===== config.mk =====
export PLATFORM = sky130hd
export DESIGN_NAME = rob_buffer
export DESIGN_NICKNAME = d
export VERILOG_FILES = /design/src/rtl/rob_buffer.sv
export SDC_FILE = /design/constraint.sdc
export NUM_CORES = 1
export LEC_CHECK = 0
export BUFFER_PORTS_ARGS = -buffer_cell sky130_fd_sc_hd__buf_2
export CAP_MARGIN = 30
export CORE_MARGIN = 2
export CORE_UTILIZATION = 60
export DETAILED_ROUTE_END_ITERATION = 16
export HOLD_SLACK_MARGIN = 0.02
export PLACE_DENSITY = 0.88
export SLEW_MARGIN = 20
export SYNTH_ARGS = -nofsm -noshare
export SYNTH_HDL_FRONTEND = slang
export SYNTH_SLANG_ARGS = --single-unit

===== constraint.sdc =====
create_clock -name clk -period 4.9 [get_ports clk]
set_input_delay 0.49 -clock clk [delete_from_list [all_inputs] [get_ports clk]]
set_output_delay 0.49 -clock clk [all_outputs]
set_load 0.005 [all_outputs]

===== src/rtl/rob_buffer.sv =====
// Circular reorder buffer: in-order allocation and retirement, out-of-order writeback.
// Optional same-cycle writeback-to-read-port bypass enabled by defining ROB_WB_BYPASS_EN.
module rob_buffer #(
    parameter int ROB_ENTRIES         = 8,
    parameter int ROB_ENTRY_WIDTH     = 3,
    parameter int ARCH_REG_INDEX_SIZE = 5,
    parameter int XLEN                = 32
) (
    input  logic                           clk,
    input  logic                           reset,
    input  logic                           alloc_valid,
    input  logic [ARCH_REG_INDEX_SIZE-1:0] alloc_rd,
    input  logic                           alloc_writes_rd,
    output logic                           alloc_ready,
    output logic [ROB_ENTRY_WIDTH-1:0]     alloc_rob_id,
    input  logic                           wb_valid,
    input  logic [ROB_ENTRY_WIDTH-1:0]     wb_rob_id,
    input  logic [XLEN-1:0]                wb_value,
    input  logic                           wb_exception,
    input  logic [ROB_ENTRY_WIDTH-1:0]     rs1_rob_entry,
    input  logic [ROB_ENTRY_WIDTH-1:0]     rs2_rob_entry,
    output logic [XLEN-1:0]                rs1_value,
    output logic                           rs1_ready,
    output logic [XLEN-1:0]                rs2_value,
    output logic                           rs2_ready,
    output logic                           commit,
    output logic [ARCH_REG_INDEX_SIZE-1:0] commit_rd,
    output logic [ROB_ENTRY_WIDTH-1:0]     commit_rob_id,
    output logic [XLEN-1:0]                commit_value,
    output logic                           flush,
    output logic [ROB_ENTRY_WIDTH:0]       count
);

    localparam logic [ROB_ENTRY_WIDTH:0]   FULL_CNT = (ROB_ENTRY_WIDTH+1)'(ROB_ENTRIES);
    localparam logic [ROB_ENTRY_WIDTH:0]   CNT_ONE  = (ROB_ENTRY_WIDTH+1)'(1);
    localparam logic [ROB_ENTRY_WIDTH-1:0] ID_ONE   = ROB_ENTRY_WIDTH'(1);

    logic [ROB_ENTRIES-1:0]         valid_q, ready_q, exc_q, wrd_q;
    logic [ARCH_REG_INDEX_SIZE-1:0] rd_q    [ROB_ENTRIES];
    logic [XLEN-1:0]                value_q [ROB_ENTRIES];
    logic [ROB_ENTRY_WIDTH-1:0]     head_q, tail_q;
    logic [ROB_ENTRY_WIDTH:0]       count_q, count_d;

    logic retire, alloc_fire, wb_fire;
    logic byp1, byp2;

    assign retire     = valid_q[head_q] && ready_q[head_q];
    assign flush      = retire && exc_q[head_q];
    assign commit     = retire && !exc_q[head_q] && wrd_q[head_q];
    assign alloc_ready = (count_q != FULL_CNT) && !flush;
    assign alloc_fire = alloc_valid && alloc_ready;
    // Writebacks to squashed or unallocated entries are discarded.
    assign wb_fire    = wb_valid && valid_q[wb_rob_id] && !flush;

    assign alloc_rob_id  = tail_q;
    assign commit_rd     = rd_q[head_q];
    assign commit_rob_id = head_q;
    assign commit_value  = value_q[head_q];
    assign count         = count_q;

`ifdef ROB_WB_BYPASS_EN
    assign byp1 = wb_valid && !wb_exception && !flush && (wb_rob_id == rs1_rob_entry);
    assign byp2 = wb_valid && !wb_exception && !flush && (wb_rob_id == rs2_rob_entry);
`else
    assign byp1 = 1'b0;
    assign byp2 = 1'b0;
`endif

    assign rs1_ready = valid_q[rs1_rob_entry] && (ready_q[rs1_rob_entry] || byp1);
    assign rs2_ready = valid_q[rs2_rob_entry] && (ready_q[rs2_rob_entry] || byp2);
    assign rs1_value = byp1 ? wb_value : value_q[rs1_rob_entry];
    assign rs2_value = byp2 ? wb_value : value_q[rs2_rob_entry];

    always_comb begin
        count_d = count_q;
        if (alloc_fire && !retire)
            count_d = count_q + CNT_ONE;
        else if (!alloc_fire && retire)
            count_d = count_q - CNT_ONE;
    end

    always_ff @(posedge clk or negedge reset) begin
        if (!reset) begin
            valid_q <= '0;
            ready_q <= '0;
            exc_q   <= '0;
            wrd_q   <= '0;
            head_q  <= '0;
            tail_q  <= '0;
            count_q <= '0;
        end else if (flush) begin
            valid_q <= '0;
            head_q  <= '0;
            tail_q  <= '0;
            count_q <= '0;
        end else begin
            if (wb_fire) begin
                ready_q[wb_rob_id] <= 1'b1;
                exc_q[wb_rob_id]   <= wb_exception;
            end
            if (alloc_fire) begin
                valid_q[tail_q] <= 1'b1;
                ready_q[tail_q] <= 1'b0;
                exc_q[tail_q]   <= 1'b0;
                wrd_q[tail_q]   <= alloc_writes_rd;
                tail_q          <= tail_q + ID_ONE;
            end
            if (retire) begin
                valid_q[head_q] <= 1'b0;
                head_q          <= head_q + ID_ONE;
            end
            count_q <= count_d;
        end
    end

    // Payload storage carries no reset; validity is tracked by the control bits above.
    always_ff @(posedge clk) begin
        if (alloc_fire)
            rd_q[tail_q] <= alloc_rd;
        if (wb_fire)
            value_q[wb_rob_id] <= wb_value;
    end

endmodule


# == Word-level counts from Yosys, hierarchy flattened ==
# Memories as Yosys holds them, arrays and structs flattened.
# Cells that the tools add are included.
# totals
register_bits,42
ramBits,296
output_inout_bits,116
elab_cells,100
mem_count,2
# memory_table
memory,depth,width,read_ports,rd_clocked_by_memory_dff,wr,line_no,text
value_q,8,32,3,0,1,40,logic [XLEN-1:0] value_q [ROB_ENTRIES];
rd_q,8,5,1,0,1,39,logic [ARCH_REG_INDEX_SIZE-1:0] rd_q [ROB_ENTRIES];
# op_classes
n_addsub,4
magnitude_cmp,8
n_eq_ne,1
n_mux,47
n_bitwise,8
reduce_logical,23
# op_table
operator,n
two-way mux 8 bit,10
binary-select mux 1 bit (select 3 bit),9
AND 8 bit,3
less-than comparator 3 x 4 -> 1 bit (second input constant),5
bitwise mux 8 bit,2
two-way mux 1 bit,16
NOT 8 bit,2
OR 8 bit,2
logical AND 1 bit,15
two-way mux 3 bit,4
two-way mux 4 bit,3
demux 1 bit (select 3 bit),3
>= comparator 3 x 1 -> 1 bit (second input constant),3
adder 3 x 1 -> 3 bit (second input constant),2
adder 4 x 1 -> 4 bit (second input constant),1
logical NOT 1 bit,4
inequality test 4 bit (second input constant),1
nonzero test 2 bit,2
subtractor 4 x 1 -> 4 bit (second input constant),1
nonzero test 3 bit,1
AND reduction 2 bit,1
NOT 1 bit,1

# == Logic depth before layout (Yosys ltp) ==
# Gate-level depths: netlist (run 1).
# logic_depth
word_depth,12
ltp_mapped,14

# == Least setup slack after synthesis (run 1) ==
# OpenSTA, ideal clock, no wires.
# synth_path
kind,flip-flop to flip-flop
startpoint,reg head_q[1] (netlist: commit_rob_id[1])
endpoint,mem value_q[1][0] (enable)
setup_ns,0.423
t_arrival_ns,3.016
required_time_ns,4.477
setup_slack_ns,1.462
stages_incl_launch_ff,9
path_buffers,2
path_cell_list,dfrtp_1 -> buf_2 -> mux4_2 -> nand2_1 -> nand2_1 -> nand2_2 -> inv_2 -> buf_2 -> nor2_1
# synth_between
elab_chain_cells,8
word_cells_on_any_way,12
classes_between,8 x mux; 4 x reduce/logical
# synth_rtl
item,line_no,text
from (decl),41,"logic [ROB_ENTRY_WIDTH-1:0] head_q, tail_q;"
from (signal assigned),110,head_q <= head_q + ID_ONE;
binary-select mux 1 bit (select 3 bit),47,assign retire = valid_q[head_q] && ready_q[head_q];
two-way mux 1 bit (not written as such),47,
logical AND 1 bit,47,
logical AND 1 bit *,48,assign flush = retire && exc_q[head_q];
logical NOT 1 bit *,53,assign wb_fire = wb_valid && valid_q[wb_rob_id] && !flush;
logical AND 1 bit *,53,
two-way mux 1 bit *,120,if (wb_fire)
two-way mux 1 bit (not written as such) *,121,value_q[wb_rob_id] <= wb_value;
to (decl),40,
# Mark *: on every way between the ends. The rest lies on a longest branch, timed or not. The select of a mux whose other input is x is not followed.

# == Final worst setup path (run 1) ==
# layout_path
startpoint,reg head_q[0] (netlist: commit_rob_id[0])
endpoint,out alloc_ready
# layout_between
elab_chain_cells,6
word_cells_on_any_way,10
classes_between,6 x mux; 4 x reduce/logical
# layout_rtl
item,line_no,text
binary-select mux 1 bit (select 3 bit),47,
two-way mux 1 bit (not written as such),47,
logical AND 1 bit,47,
logical AND 1 bit *,48,
logical NOT 1 bit *,50,assign alloc_ready = (count_q != FULL_CNT) && !flush;
logical AND 1 bit *,50,
to (decl),14,"output logic alloc_ready,"
# Marks and branches as above.

==> results of run 1 <==
[power by group]
group | internal, uW | total, uW | switching (uW)
combinational | 1280 | 2770 | 1490
sequential | 3440 | 3740 | 293
clock | 1690 | 2770 | 1080
total | 6410 | 9270 | 2860
[stage by stage]
stage / worst slack (ns) / utilization, % / total power [uW] / cell area (um2)
floorplan: 1.46 / - / 5560 / 17300
global placement: 1.42 / 65.1 / 6390 / 18600
detailed placement: 1.31 / 65.1 / 6480 / 18600
CTS: 0.852 / 69.3 / 9270 / 19800
global route: 0.691 / 69.4 / 9630 / 19800
finish: 0.838 / 69.4 / 9270 / 19800
[registers in the layout, summed over array words and instances (netlist names)]
register and cells:
value_q 256, rd_q 40, exc_q 8, ready_q 8, valid_q 8, wrd_q 8
count 4, alloc_rob_id 3, commit_rob_id 3
[worst max path at each step]
stage | start | end | slack, ns | depth (start not counted)
floorplan | commit_rob_id[1] | value_q[1][0] | 1.46 | 8
global placement | commit_rob_id[0] | value_q[2][19] | 1.42 | 7
detailed placement | commit_rob_id[0] | count[3] | 1.31 | 12
CTS | commit_rob_id[0] | commit_value[31] | 0.85 | 6
global route | commit_rob_id[0] | alloc_ready | 0.69 | 7
finish | commit_rob_id[0] | alloc_ready | 0.84 | 7
[routing by layer]
metal / vias to the layer above / routed length (um) / global-route usage (%)
met3: 207 / 4350 / 5.31
met4: 4 / 2820 / 16.8
met1: 5623 / 15400 / 39.4
li1: 4367 / - / -
met2: 923 / 23400 / 51.9
met5: - / 28 / 0
[cells in the final DEF, fill, tap and decap left out, types with 7 or more instances in the layout]
cell type	count
nand3_1	8
nor2b_1	7
nor2_1	22
a21oi_1	17
o21ai_0	14
mux2_2	70
mux4_2	212
clkbuf_16	37
mux2i_1	7
buf_2	165
dfrtp_1	39
inv_1	7
buf_4	21
edfxtp_1	296
nand2_1	149
[area by class of cell]
cell class                 instances  area (um2)  share of cell area [%]
clock buffer                      42         945                    4.77
clock inverter                    20         248                    1.25
inverter                          10        37.5                   0.189
multi-input combinational        570        7090                    35.8
sequential                       338        9950                    50.2
tap                              384         480                    2.42
timing repair buffer             191        1070                    5.42
[logic make-up after synthesis]
group           synth area share [%]
compound gates                  2.18
xor+xnor                       0.202
simple gates                    4.94
flops                           57.4
buf+inv                         2.06
mux                             32.8
fa+ha+maj                      0.405
==> key figures, run 1 <==
Detailed routing
  • Vias/cell: around 7.2
  • TritonRoute pass-1 iters: 5
  • Via count: approximately 11000
  • WL final: about 46 mm
  • 1st-iter DRT viols: between 1500 and 2000
  • Antenna Nets Post-Route: 0
  • Wirelength per Cell: 29.6 um
  • DRC viols: 0

Finish
  • Ratio of cells with drive above 1 in the final layout: a little under half
  • # fillers: 1785
  • Antenna cells: 0
  • Layout Cells excl Fill: approximately 1600
  • Layout Area Growth over Synthesis: 14.5%
  • Nets@finish: ~1200

Critical path
  • Reg-to-Reg Start: commit_rob_id[0]
  • Crit-path cells: inv_2 > mux4_2 > mux2i_4 > nand2_2 > inv_2 > nor2_1 > buf_2
  • Most frequent CP cell: inv_2
  • Slowest stage delay, CP: around 0.7 ns
  • CP delay by family, top: multiplexers
  • CP max FO: 25
  • R2r worst-path depth: 7
  • RR Endpoint: value_q[2][18]
  • CP required: ~4.4 ns
  • CP bufs+invs: 3
  • Reg2reg setup slack: ~1.2 ns
  • CP startpoint kind: register
  • WS Path Type: register to output port
  • Setup crit end kind: output port
  • Critical path's slowest cell: mux2i_4
  • CP arrival: between 3 and 4 ns

GRT
  • Vias in the first global route: roughly 12000
  • Antenna violations before repair: 2
  • Residual overflow from global routing: 0
  • First-pass GRT wire length: approximately 70 mm
  • Largest net degree at the start of global routing: between 50 and 60
  • Tot GR Track Use: ~31%

STA
  • Hold Vio Cnt, Final: 0
  • Final setup fails: 0
  • Fin crit share: about 83%
  • Worst Skew: 0.0128 ns
  • Setup TNS: 0 ns
  • RSZ-0062 raised after global routing: false
  • Slew Viols, Final: 0
  • Max_slew headroom: a little over a third
  • Smallest hold slack: 0.257 ns
  • Actual slew at the worst max-slew pin: about 0.97 ns
  • Fmax achieved: approximately 0.25 GHz
  • Tmin final: between 4 and 5 ns

Yosys
  • Number of flops mapped to enable cells by yosys: 296
  • Yosys Warn Count: 0
  • Area leader, netlist: edfxtp_1
  • Synth cell count leaders: edfxtp_1, mux4_2, nand2_1, mux2_2, clkbuf_1
  • Seq/Total Area, Yosys: between 50 and 60%
  • Yosys reg bits: between 300 and 400
  • Mapped Area: roughly 17000 um2
  • Ys flop type: edfxtp_1
  • Area share of the largest cell type after synthesis: between 50 and 60%
  • Post-Syn Area per Cell: ~17 um2
  • Cells after Synth: 996
  • Net count after synthesis: between 1000 and 1500
  • Synth area leaders: edfxtp_1, mux4_2, dfrtp_1
  • Top-count cell post-synth: edfxtp_1
  • Synth cell types: 43
  • Asr flop ratio synth: approximately an eighth

Place
  • Dpl cells: between 1000 and 1500
  • Port Buffers: about 170
  • Gpl congestion: slightly below 0.9
  • HPWL Detailed: ~27 mm

Floorplan
  • FP Rows: 62
  • Core area: 28500 um2
  • I/O pin total: approximately 170
  • Initial core utilization: roughly 60%
  • Die ar.: roughly 30000 um2
  • Chip Height: 174 um
  • Die Wd: ~170 um

Run status
  • Outcome: completed

Clocking
  • Worst-path clk slew: 0.06 ns
  • CTS root buffer: clkbuf_16
  • TritonCTS Buffers: 34
  • Setup repair bufs after CTS: 0
  • H-tree Lvls: 2
  • Clock Latency Late Sink: 0.51 ns
  • Clock Sinks: about 340
  • Post-cts sizing count: 0
  • CTS tree: done
  • Hold_buf cts: 0
  • Clk buf depth: 3

Pwr
  • Leakage: 0.00700 uW
  • Peak supply drop: between 0.0003 and 0.0004 V
  • Pwr/cell area: 468 nW/um2

Min path
  • Hold EP: value_q[1][16]
  • Tightest Hold Check Type: input port to register
  • Hold Startpoint: wb_value[16]
  • Hold depth: 1

Flow run
  • MaxCap Viol Count: 0
Power figures use the tool's default switching activity.
==> inputs of run 2 (changes only) <==
Settings changed: CORE_UTILIZATION 60 to 54, PLACE_DENSITY 0.88 to 0.84.
Clock period 4.9 ns to 3.55 ns, I/O delays scaled along.
==> run 2 against run 1 <==
Effect of this change: sequential share of layout area is 0.19 points lower; cell area is 0.38% higher; combinational power is 43% higher; hold slack worse by 0.14 ns; critical path depth stayed put; clock power is 29% higher; core utilization is 6.4 points lower; via count is 4.3% lower; clock-buffer cell count is 11 higher; first-iteration DRC count is 17% lower; largest power group unchanged; highest routed layer unchanged.
==> key figures, run 2 (synthesized netlist as in run 1, its figures left out) <==
Finish
  • Layout Cells excl Fill: 1587 (+2.1%)
  • Most common cell after layout, fill and taps aside: edfxtp_1
  • Top reg by flops: value_q
  • Most frequent cells in the layout: edfxtp_1, mux4_2, buf_2
  • Nets@finish: 1216 (+1.2%)
  • Biggest registers after layout: value_q: 256 flops, rd_q: 40 flops
  • Layout Area Growth over Synthesis: 14.9%
  • Post-route cell area: 19900 um2 (+0.38%)
  • Max reg flops: 256 (unchanged)
  • Ratio of cells with drive above 1 in the final layout: 46.2% (about the same)

STA
  • Setup TNS: 0 ns (unchanged)
  • Fin crit share: between 90 and 100%
  • Actual slew at the worst max-slew pin: 0.838 ns (-0.129 ns)
  • Fmax achieved: 0.306 GHz
  • Hold Vio Cnt, Final: 0 (unchanged)
  • Worst Skew: 0.0155 ns (+0.00270 ns)
  • Final setup fails: 0 (unchanged)
  • Slew Viols, Final: 0 (unchanged)
  • RSZ-0062 raised after global routing: false
  • Tmin final: between 3 and 4 ns
  • Max_slew headroom: 44.2% (+8.7 points)

Critical path
  • Slowest stage delay, CP: 0.57 ns (-0.11 ns)
  • CP bufs+invs: 3 (unchanged)
  • CP startpoint kind: register
  • Critical path's slowest cell: mux4_2
  • Setup crit end kind: output port
  • CP delay by family, top: multiplexers
  • CP required: 3.19 ns (-1.22 ns)
  • WS Path Type: register to output port
  • CP arrival: 2.92 ns (-0.65 ns)
  • CP max FO: 12 (-52%)
  • Crit-path cells: inv_2 > mux4_2 > mux2i_4 > buf_4 > and2_1 > nor2b_1 > buf_2

Clocking
  • TritonCTS Buffers: 36 (+5.9%)
  • Worst-path clk slew: 0.06 ns (about the same)
  • Post-cts sizing count: 0 (unchanged)
  • Clock Sinks: 338 (unchanged)
  • Clock Latency Late Sink: 0.51 ns (about the same)
  • Clk buf depth: 3 (unchanged)
  • CTS root buffer: clkbuf_16
  • H-tree Lvls: 2 (unchanged)
  • CTS tree: done

Pwr
  • Comb pwr share: 31.4% (+1.5 points)
  • Reg power frac: 40.3% (about the same)
  • Peak supply drop: 0.000436 V (+25%)
  • Clock power frac: 28.3% (-1.5 points)
  • Pwr/cell area: 631 nW/um2 (+35%)
  • Sw Ratio: 30.8% (about the same)
  • NetSw: 3870 uW (+36%)
  • P_int: 8690 uW (+35%)
  • Leakage: 0.00703 uW (+0.40%)

Detailed routing
  • Antenna Nets Post-Route: 0 (unchanged)
  • Vias/cell: 6.71 (-6.2%)
  • Via count: 10645 (-4.3%)
  • TritonRoute pass-1 iters: 5 (unchanged)
  • Wirelength per Cell: 27.4 um (-7.2%)
  • WL final: 43.5 mm (-5.3%)
  • DRC viols: 0 (unchanged)
  • 1st-iter DRT viols: 1334 (-17%)

Place
  • Gpl congestion: 0.884 (about the same)
  • Placed instance area: 18700 um2 (+0.77%)
  • Port Buffers: 167 (unchanged)
  • Dpl cells: 1520 (+1.9%)
  • HPWL Detailed: 27.2 mm (-0.27%)

Floorplan
  • Die ar.: 33500 um2 (+11%)
  • Die Wd: 183 um (+5.3%)
  • I/O pin total: 168 (unchanged)
  • Initial core utilization: 54.9% (-5.8 points)
  • FP Rows: 65 (+4.8%)
  • Chip Height: 183 um (+5.3%)
  • Core area: 31600 um2 (+11%)

Min path
  • Tightest Hold Check Type: input port to register

GRT
  • Vias in the first global route: 11051 (-4.1%)
  • Residual overflow from global routing: 0 (unchanged)
  • Largest net degree at the start of global routing: 67 (+18%)
  • Tot GR Track Use: 26.7% (-4.3 points)
  • Antenna violations before repair: 3 (+1)
  • First-pass GRT wire length: 66.4 mm (-4.7%)

Run status
  • Outcome: completed

Flow run
  • MaxCap Viol Count: 0 (unchanged)
[run 2: worst paths after layout]
kind                                   from               end  slack (ns)  depth (start not counted)
max                        commit_rob_id[0]            commit        0.28                          7
min                             wb_value[0]     value_q[3][0]        0.12                          1
max reg2reg                commit_rob_id[0]          wrd_q[5]        0.62                          8
min reg2reg                        wrd_q[4]          wrd_q[4]        0.48                          1
max in group asynchronous             reset  commit_rob_id[1]        2.79                          3
min in group asynchronous             reset  commit_rob_id[0]        0.26                          2
[run 2: final cells by class]
cell class / instances / area [um2]
flip-flops and latches: 338 / 9950
inverters: 10 / 37.5
well taps: 402 / 503
clock inverters: 9 / 93.8
diodes: 2 / 5.00
clock buffers: 53 / 1010
repair buffers: 203 / 1210
multi-input cells: 570 / 7090
fillers: 2171 / 11700
[run 2: routing by layer]
metal  share of wire [%]  track usage, %
met1                  37            35.7
met2                  51            45.9
met3                 9.1            4.79
met4                 2.3            7.26
met5               0.032               0
[run 2: per-stage QoR]
step / power (uW) / setup WS, ns / hold slack, ns / utilization, %
2_1_floorplan: 7670 / 0.112 / 0.0594 / -
3_3_place_gp: 8940 / 0.708 / 0.465 / 59.3
3_5_place_dp: 9060 / 0.649 / 0.472 / 59.4
4_1_cts: 12600 / 0.299 / 0.0213 / 62.9
5_1_grt: 13100 / 0.127 / 0.122 / 63.0
6_report: 12600 / 0.280 / 0.119 / 63.0
[run 2: timing repair]
item | CTS | global route
setup buffers | 0 | 0
hold buffers | 0 | 1
endpoints found under the hold margin | 0 | 10
[run 2: power by group through the flow]
stage	logic [uW]	clock network [uW]	registers (uW)
after CTS	3960	3590	5050
final	3950	3560	5060
after detailed placement	3930	0	5120
after floorplan	2670	0	5000
after global routing	4280	3740	5100
after global placement	3850	0	5090
